===== config.mk =====
export PLATFORM = sky130hd
export DESIGN_NAME = riscv_divider
export DESIGN_NICKNAME = d
export VERILOG_FILES = /design/src/rtl/riscv_div_pkg.sv /design/src/rtl/riscv_divider_div_step.sv /design/src/rtl/riscv_divider.sv
export SDC_FILE = /design/constraint.sdc
export NUM_CORES = 1
export LEC_CHECK = 0
export BUFFER_PORTS_ARGS = -buffer_cell sky130_fd_sc_hd__buf_2
export CELL_PAD_IN_SITES_DETAIL_PLACEMENT = 0
export CELL_PAD_IN_SITES_GLOBAL_PLACEMENT = 1
export CORE_MARGIN = 2
export CORE_UTILIZATION = 45
export DETAILED_ROUTE_END_ITERATION = 6
export PLACE_DENSITY = 0.93
export REMOVE_ABC_BUFFERS = 1
export SLEW_MARGIN = 20
export SYNTH_ARGS = -nofsm -noshare
export SYNTH_HDL_FRONTEND = slang
export SYNTH_SLANG_ARGS = --single-unit

===== constraint.sdc =====
create_clock -name clk -period 3.5 [get_ports clk]
set_input_delay 0.35 -clock clk [delete_from_list [all_inputs] [get_ports clk]]
set_output_delay 0.35 -clock clk [all_outputs]
set_load 0.005 [all_outputs]

===== src/rtl/riscv_div_pkg.sv =====
// ============================================================================
// Module   : riscv_div_pkg
// Brief    : Shared types and constants for the RV32M restoring divider.
// Revision : 1.0
// ============================================================================
`default_nettype none

package riscv_div_pkg;

  localparam int XLEN = 32;

  typedef enum logic [1:0] {
    DIV  = 2'b00,
    DIVU = 2'b01,
    REM  = 2'b10,
    REMU = 2'b11
  } div_op_t;

  typedef enum logic [1:0] {
    IDLE = 2'b00,
    CALC = 2'b01,
    FIX  = 2'b10
  } div_state_t;

  localparam logic [XLEN-1:0] INT_MIN  = 32'h8000_0000;
  localparam logic [XLEN-1:0] ALL_ONES = 32'hFFFF_FFFF;

  // Two's-complement magnitude, applied only when the operation is signed.
  function automatic logic [XLEN-1:0] abs_val(input logic [XLEN-1:0] v, input logic is_signed);
    return (is_signed && v[XLEN-1]) ? (~v + 1'b1) : v;
  endfunction

endpackage

`default_nettype wire


===== src/rtl/riscv_divider_div_step.sv =====
// ============================================================================
// Module   : div_step
// Brief    : One restoring-division iteration: 33-bit trial subtract.
// Revision : 1.0
// ============================================================================
`default_nettype none

module div_step #(
  parameter int XLEN = 32
) (
  input  logic [XLEN-1:0] rem_i,
  input  logic            msb_i,
  input  logic [XLEN-1:0] div_i,
  output logic [XLEN-1:0] next_rem_o,
  output logic            q_bit_o
);

  logic [XLEN:0] trial;

  assign trial   = {rem_i, msb_i} - {1'b0, div_i};
  assign q_bit_o = ~trial[XLEN];
  // On borrow the shifted remainder is below the divisor, so it fits in XLEN bits.
  assign next_rem_o = trial[XLEN] ? {rem_i[XLEN-2:0], msb_i} : trial[XLEN-1:0];

endmodule

`default_nettype wire


===== src/rtl/riscv_divider.sv =====
// ============================================================================
// Module   : riscv_divider
// Brief    : Fixed-latency (33 cycle) RV32M DIV/DIVU/REM/REMU restoring divider.
// Revision : 1.0
// ============================================================================
`default_nettype none

module riscv_divider #(
  parameter int XLEN = 32
) (
  input  logic            clk,
  input  logic            rst,
  input  logic            start,
  input  logic [1:0]      op,
  input  logic [XLEN-1:0] a,
  input  logic [XLEN-1:0] b,
  output logic            busy,
  output logic            done,
  output logic [XLEN-1:0] result
);

  import riscv_div_pkg::*;

  div_state_t      state_q, state_d;
  div_op_t         op_q, op_d;
  logic [4:0]      cnt_q, cnt_d;
  logic [XLEN-1:0] a_q, a_d;
  logic [XLEN-1:0] bmag_q, bmag_d;
  logic [XLEN-1:0] rem_q, rem_d;
  logic [XLEN-1:0] quo_q, quo_d;
  logic            qsign_q, qsign_d;
  logic            rsign_q, rsign_d;
  logic            div0_q, div0_d;
  logic            ovf_q, ovf_d;
  logic [XLEN-1:0] result_q, result_d;
  logic            done_q, done_d;

  logic            load_en, calc_en, fix_en;
  logic            is_signed, sa, sb;
  logic [XLEN-1:0] step_rem, fix_val;
  logic            step_bit;

  assign is_signed = ~op[0];
  assign sa        = is_signed & a[XLEN-1];
  assign sb        = is_signed & b[XLEN-1];

  div_step #(.XLEN(XLEN)) u_div_step (
    .rem_i      (rem_q),
    .msb_i      (quo_q[XLEN-1]),
    .div_i      (bmag_q),
    .next_rem_o (step_rem),
    .q_bit_o    (step_bit)
  );

  // State register
  always_ff @(posedge clk) begin
    if (rst) state_q <= IDLE;
    else     state_q <= state_d;
  end

  // Next-state logic
  always_comb begin
    state_d = state_q;
    unique case (state_q)
      IDLE:    if (start) state_d = CALC;
      CALC:    if (cnt_q == 5'd0) state_d = FIX;
      FIX:     state_d = IDLE;
      default: state_d = IDLE;
    endcase
  end

  // FSM outputs
  always_comb begin
    busy    = (state_q != IDLE);
    load_en = (state_q == IDLE) && start;
    calc_en = (state_q == CALC);
    fix_en  = (state_q == FIX);
  end

  // Special cases override the arithmetic path; latency is unaffected.
  always_comb begin
    fix_val = '0;
    if (div0_q) begin
      fix_val = op_q[1] ? a_q : ALL_ONES;
    end else if (ovf_q) begin
      fix_val = op_q[1] ? '0 : INT_MIN;
    end else begin
      unique case (op_q)
        DIV:     fix_val = qsign_q ? (~quo_q + 1'b1) : quo_q;
        DIVU:    fix_val = quo_q;
        REM:     fix_val = rsign_q ? (~rem_q + 1'b1) : rem_q;
        REMU:    fix_val = rem_q;
        default: fix_val = '0;
      endcase
    end
  end

  always_comb begin
    op_d     = op_q;
    cnt_d    = cnt_q;
    a_d      = a_q;
    bmag_d   = bmag_q;
    rem_d    = rem_q;
    quo_d    = quo_q;
    qsign_d  = qsign_q;
    rsign_d  = rsign_q;
    div0_d   = div0_q;
    ovf_d    = ovf_q;
    result_d = result_q;
    done_d   = fix_en;
    if (load_en) begin
      op_d    = div_op_t'(op);
      cnt_d   = 5'd31;
      a_d     = a;
      bmag_d  = abs_val(b, is_signed);
      rem_d   = '0;
      quo_d   = abs_val(a, is_signed);
      qsign_d = sa ^ sb;
      rsign_d = sa;
      div0_d  = (b == '0);
      ovf_d   = is_signed && (a == INT_MIN) && (b == ALL_ONES);
    end else if (calc_en) begin
      rem_d = step_rem;
      quo_d = {quo_q[XLEN-2:0], step_bit};
      cnt_d = cnt_q - 5'd1;
    end
    if (fix_en) result_d = fix_val;
  end

  always_ff @(posedge clk) begin
    if (rst) begin
      op_q     <= DIV;
      cnt_q    <= '0;
      a_q      <= '0;
      bmag_q   <= '0;
      rem_q    <= '0;
      quo_q    <= '0;
      qsign_q  <= 1'b0;
      rsign_q  <= 1'b0;
      div0_q   <= 1'b0;
      ovf_q    <= 1'b0;
      result_q <= '0;
      done_q   <= 1'b0;
    end else begin
      op_q     <= op_d;
      cnt_q    <= cnt_d;
      a_q      <= a_d;
      bmag_q   <= bmag_d;
      rem_q    <= rem_d;
      quo_q    <= quo_d;
      qsign_q  <= qsign_d;
      rsign_q  <= rsign_d;
      div0_q   <= div0_d;
      ovf_q    <= ovf_d;
      result_q <= result_d;
      done_q   <= done_d;
    end
  end

  assign done   = done_q;
  assign result = result_q;

endmodule

`default_nettype wire


==> impl_results.md <==
* Die Height at 166 um
* Worst reg-to-reg setup slack at 0.26 ns
* CTS tree: done
* Root Buffer: clkbuf_16
* Setup ws final at 0.255 ns
* Yosys reg bits at 174
* # setup viols final at 0
* Predominant post-synthesis flop cell: dfxtp_1
* Final hold viol count at 0
* Gate Count Post-Synth at 1,587
* Largest net degree at the start of global routing at 82
* DIE AREA at 27,400 um2
* Mapped cell area at 11,700 um2
* CTS Sinks at 174
* Worst path cell trace: inv_1, ha_1, fa_1, nand2b_1, a21o_1, a211oi_2, o21a_1, o31ai_4, xor2_4, buf_4, or3_1, o21ai_0
* Power Internal at 0.00424 W
* Crit path DAT at 3.60 ns
* CP max FO at 14
* Setup WS pre-CTS at 0.110 ns
* RSZ-0062 raised after global routing: false
* Hold Path Class: in2reg
* Sequential cell area fraction in the yosys report at 29.7%
* DR vias at 11,900
* GPL Wtd Cong at 0.902
* Overflow after GRT at 0
* Die width at 166 um
* Post-synth EDFFs at 0
* Post-CTS Hold Fix Bufs at 0
* Worst IR drop on VDD at 0.000316 V
* Clk slew on worst S/H paths at 0.07 ns
* Minimum clock period at 3.24 ns
* Final Non-Filler Cells at 2,007
* Starting Density at 45.5%
* Final period util at 92.7%
* Hold EP: op_q[1]$_SDFFE_PP0P_
* Vias per cell at 5.93
* Most frequent cells in the layout: nand2_1, a21oi_1, dfxtp_1
* Worst EP required at 3.85 ns
* Utilization after layout at 51.9%
* Wire per inst at 17.9 um
* H-tree level count at 4
* Delay-heaviest family, CP: compound AO/OA/AOI/OAI gates
* Worst hold path depth at 3
* Clock power share at 33.0%
* Max_cap viols at 0
* All-layer global routing usage at 26.2%
* Comb power frac at 32.4%
* HP Start: op[1]
* Post-synth cell types at 81
* Final WL at 36,000 um
* Max Transition Viols Final at 0
* DRT Pass-1 Iters at 5
* Fraction of registers with async set or reset after synthesis at 0%
* R2R depth at 12
* CP max-delay cell: fa_1
* Placed cells at 1,972
* Max-slew headroom at 24.9%
* DR iter-0 viols at 1,079
* Number of global-route vias before repair at 10,800
* Max incr delay on CP at 0.40 ns
* Yosys warnings at 0
* Fill count at 2,507
* First-pass GRT wire length at 56,700 um
* PortBufs at 102
* Reg2reg end: rem_q[27]$_SDFFE_PP0P_
* Total CTS buffers at 17
* TNS Setup at 0 ns
* Worst Setup End Kind: flip-flop
* Worst-margin pin slew at 1.12 ns
* Max Clk Rate at 308 MHz
* Sequential power share at 34.6%
* Max Buffers Root-to-Sink at 2
* CORE AREA at 25,800 um2
* # IOs at 103
* CP Class: reg2reg
* Nets at 1,768
* P_sw at 0.00233 W
* Reg2reg start: quo_q[31]$_SDFFE_PP0P_
* Post-route ant nets at 0
* Crit path launch type: flip-flop
* DRC violations left at 0
* PD cells at 489 nW/um2
* Stages on worst setup path at 12
* Inserted Diodes at 0
* Syn Area/Cell at 7.40 um2
* Initial antenna violation count at 0
* Post-DP HPWL at 25,900 um
* Hold slack at 0.151 ns
* WP buf/inv at 2
* Status: complete, no violations
* Row cnt at 59
* Sw Share at 35.5%
* Worst clock skew at 0.0149 ns
* Proportion of layout cells with a drive suffix above 1 at 14.1%
* Area Overhead vs Synth at 14.3%
* Most common cell after layout, fill and taps aside: nand2_1
* Clk_lat worst skew at 0.43 ns
* LEAKAGE at 5.33 nW
[synth_stat cells, drive strengths merged (6+ instances only)]
library cell,number,area [um2]
nor2,173,659
a211oi,37,283
a31oi,9,56.3
nand4,12,75.1
o31ai,27,213
o22ai,16,100
o21a,11,82.6
a21o,15,113
nor2b,10,70.1
a311oi,22,193
a221oi,6,52.6
o41ai,12,120
nand3,17,95.1
dfxtp,174,3480
or3,17,111
clkbuf,91,342
o221ai,12,105
ha,39,488
a21oi,177,886
nand2,213,802
nand2b,16,100
nor4,20,168
o211ai,13,97.6
or4,11,97.6
xor2,70,613
mux2i,6,60.1
nor3,34,175
buf,13,61.3
xnor2,66,578
o21ai,116,581
inv,63,236
o21bai,8,60.1
[routing by layer]
| layer | share of wire [%] | GRT usage (%) | routed length [um] | vias up |
|---|---|---|---|---|
| met5 | 0 | 0 | 0 | - |
| met4 | 2.2 | 7.92 | 797 | 0 |
| met3 | 6.2 | 3.52 | 2250 | 49 |
| met2 | 48 | 44.3 | 17200 | 392 |
| met1 | 44 | 34.8 | 15700 | 5638 |
| li1 | - | - | - | 5816 |
[sequential cells by signal (all words and copies together) (netlist names), 2 cells and up]
| register | flops |
|---|---|
| cnt_q | 5 |
| op_q | 2 |
| rem_q | 32 |
| state_q | 2 |
| quo_q | 32 |
| a_q | 32 |
| result | 32 |
| bmag_q | 32 |
[layout make-up]
class | count | area, um2 | area share (%)
clock buffers | 18 | 429 | 3.20
well taps | 335 | 419 | 3.12
repair buffers | 155 | 923 | 6.88
inverters | 63 | 236 | 1.76
flip-flops and latches | 174 | 3480 | 26.0
clock inverters | 14 | 225 | 1.68
multi-input cells | 1248 | 7700 | 57.4
[per-stage QoR]
| stage | area (um2) | power (W) |
|---|---|---|
| after global routing | 13400 | 0.00692 |
| final | 13400 | 0.00657 |
| after global placement | 12700 | 0.00434 |
| after detailed placement | 12700 | 0.00437 |
| after floorplan | 11300 | 0.00371 |
| after CTS | 13400 | 0.00652 |
[worst max-delay path by stage]
stage,from,to,slack (ns)
floorplan,quo_q[31]$_SDFFE_PP0P_,rem_q[9]$_SDFFE_PP0P_,-1.13
global placement,quo_q[31]$_SDFFE_PP0P_,rem_q[7]$_SDFFE_PP0P_,0.26
detailed placement,quo_q[31]$_SDFFE_PP0P_,rem_q[8]$_SDFFE_PP0P_,0.11
CTS,quo_q[31]$_SDFFE_PP0P_,rem_q[30]$_SDFFE_PP0P_,0.08
global route,bmag_q[19]$_SDFFE_PP0P_,rem_q[27]$_SDFFE_PP0P_,0.04
finish,quo_q[31]$_SDFFE_PP0P_,rem_q[27]$_SDFFE_PP0P_,0.26
[cells by family after synthesis]
group	share of synthesized area (%)
DFF	29.7
AOI/OAI and AO/OA	28.0
xor gates and xnor gates	10.1
adders and majority gates	4.33
and+or+nand+nor	21.6
muxes	0.895
buffers and inverters	5.44
[power by group through the flow]
stage | Sequential (W) | Combinational (W) | Clock, W
5_1_grt | 0.00229 | 0.00235 | 0.00227
6_report | 0.00227 | 0.00213 | 0.00217
3_5_place_dp | 0.00231 | 0.00205 | 0
3_3_place_gp | 0.00231 | 0.00203 | 0
2_1_floorplan | 0.00229 | 0.00142 | 0
4_1_cts | 0.00227 | 0.00207 | 0.00218
[tightest hold or removal path, cell delays in order]
cell and delay [ns]:
buf_2 0.09, nand2_1 0.05, a21oi_1 0.05
[repair_timing]
item / CTS / global route
buffers inserted: 0 / 1
resized for setup: 0 / 3
endpoints found under the setup margin: 0 / 30
No activity file was read; power rests on OpenSTA's default activity.
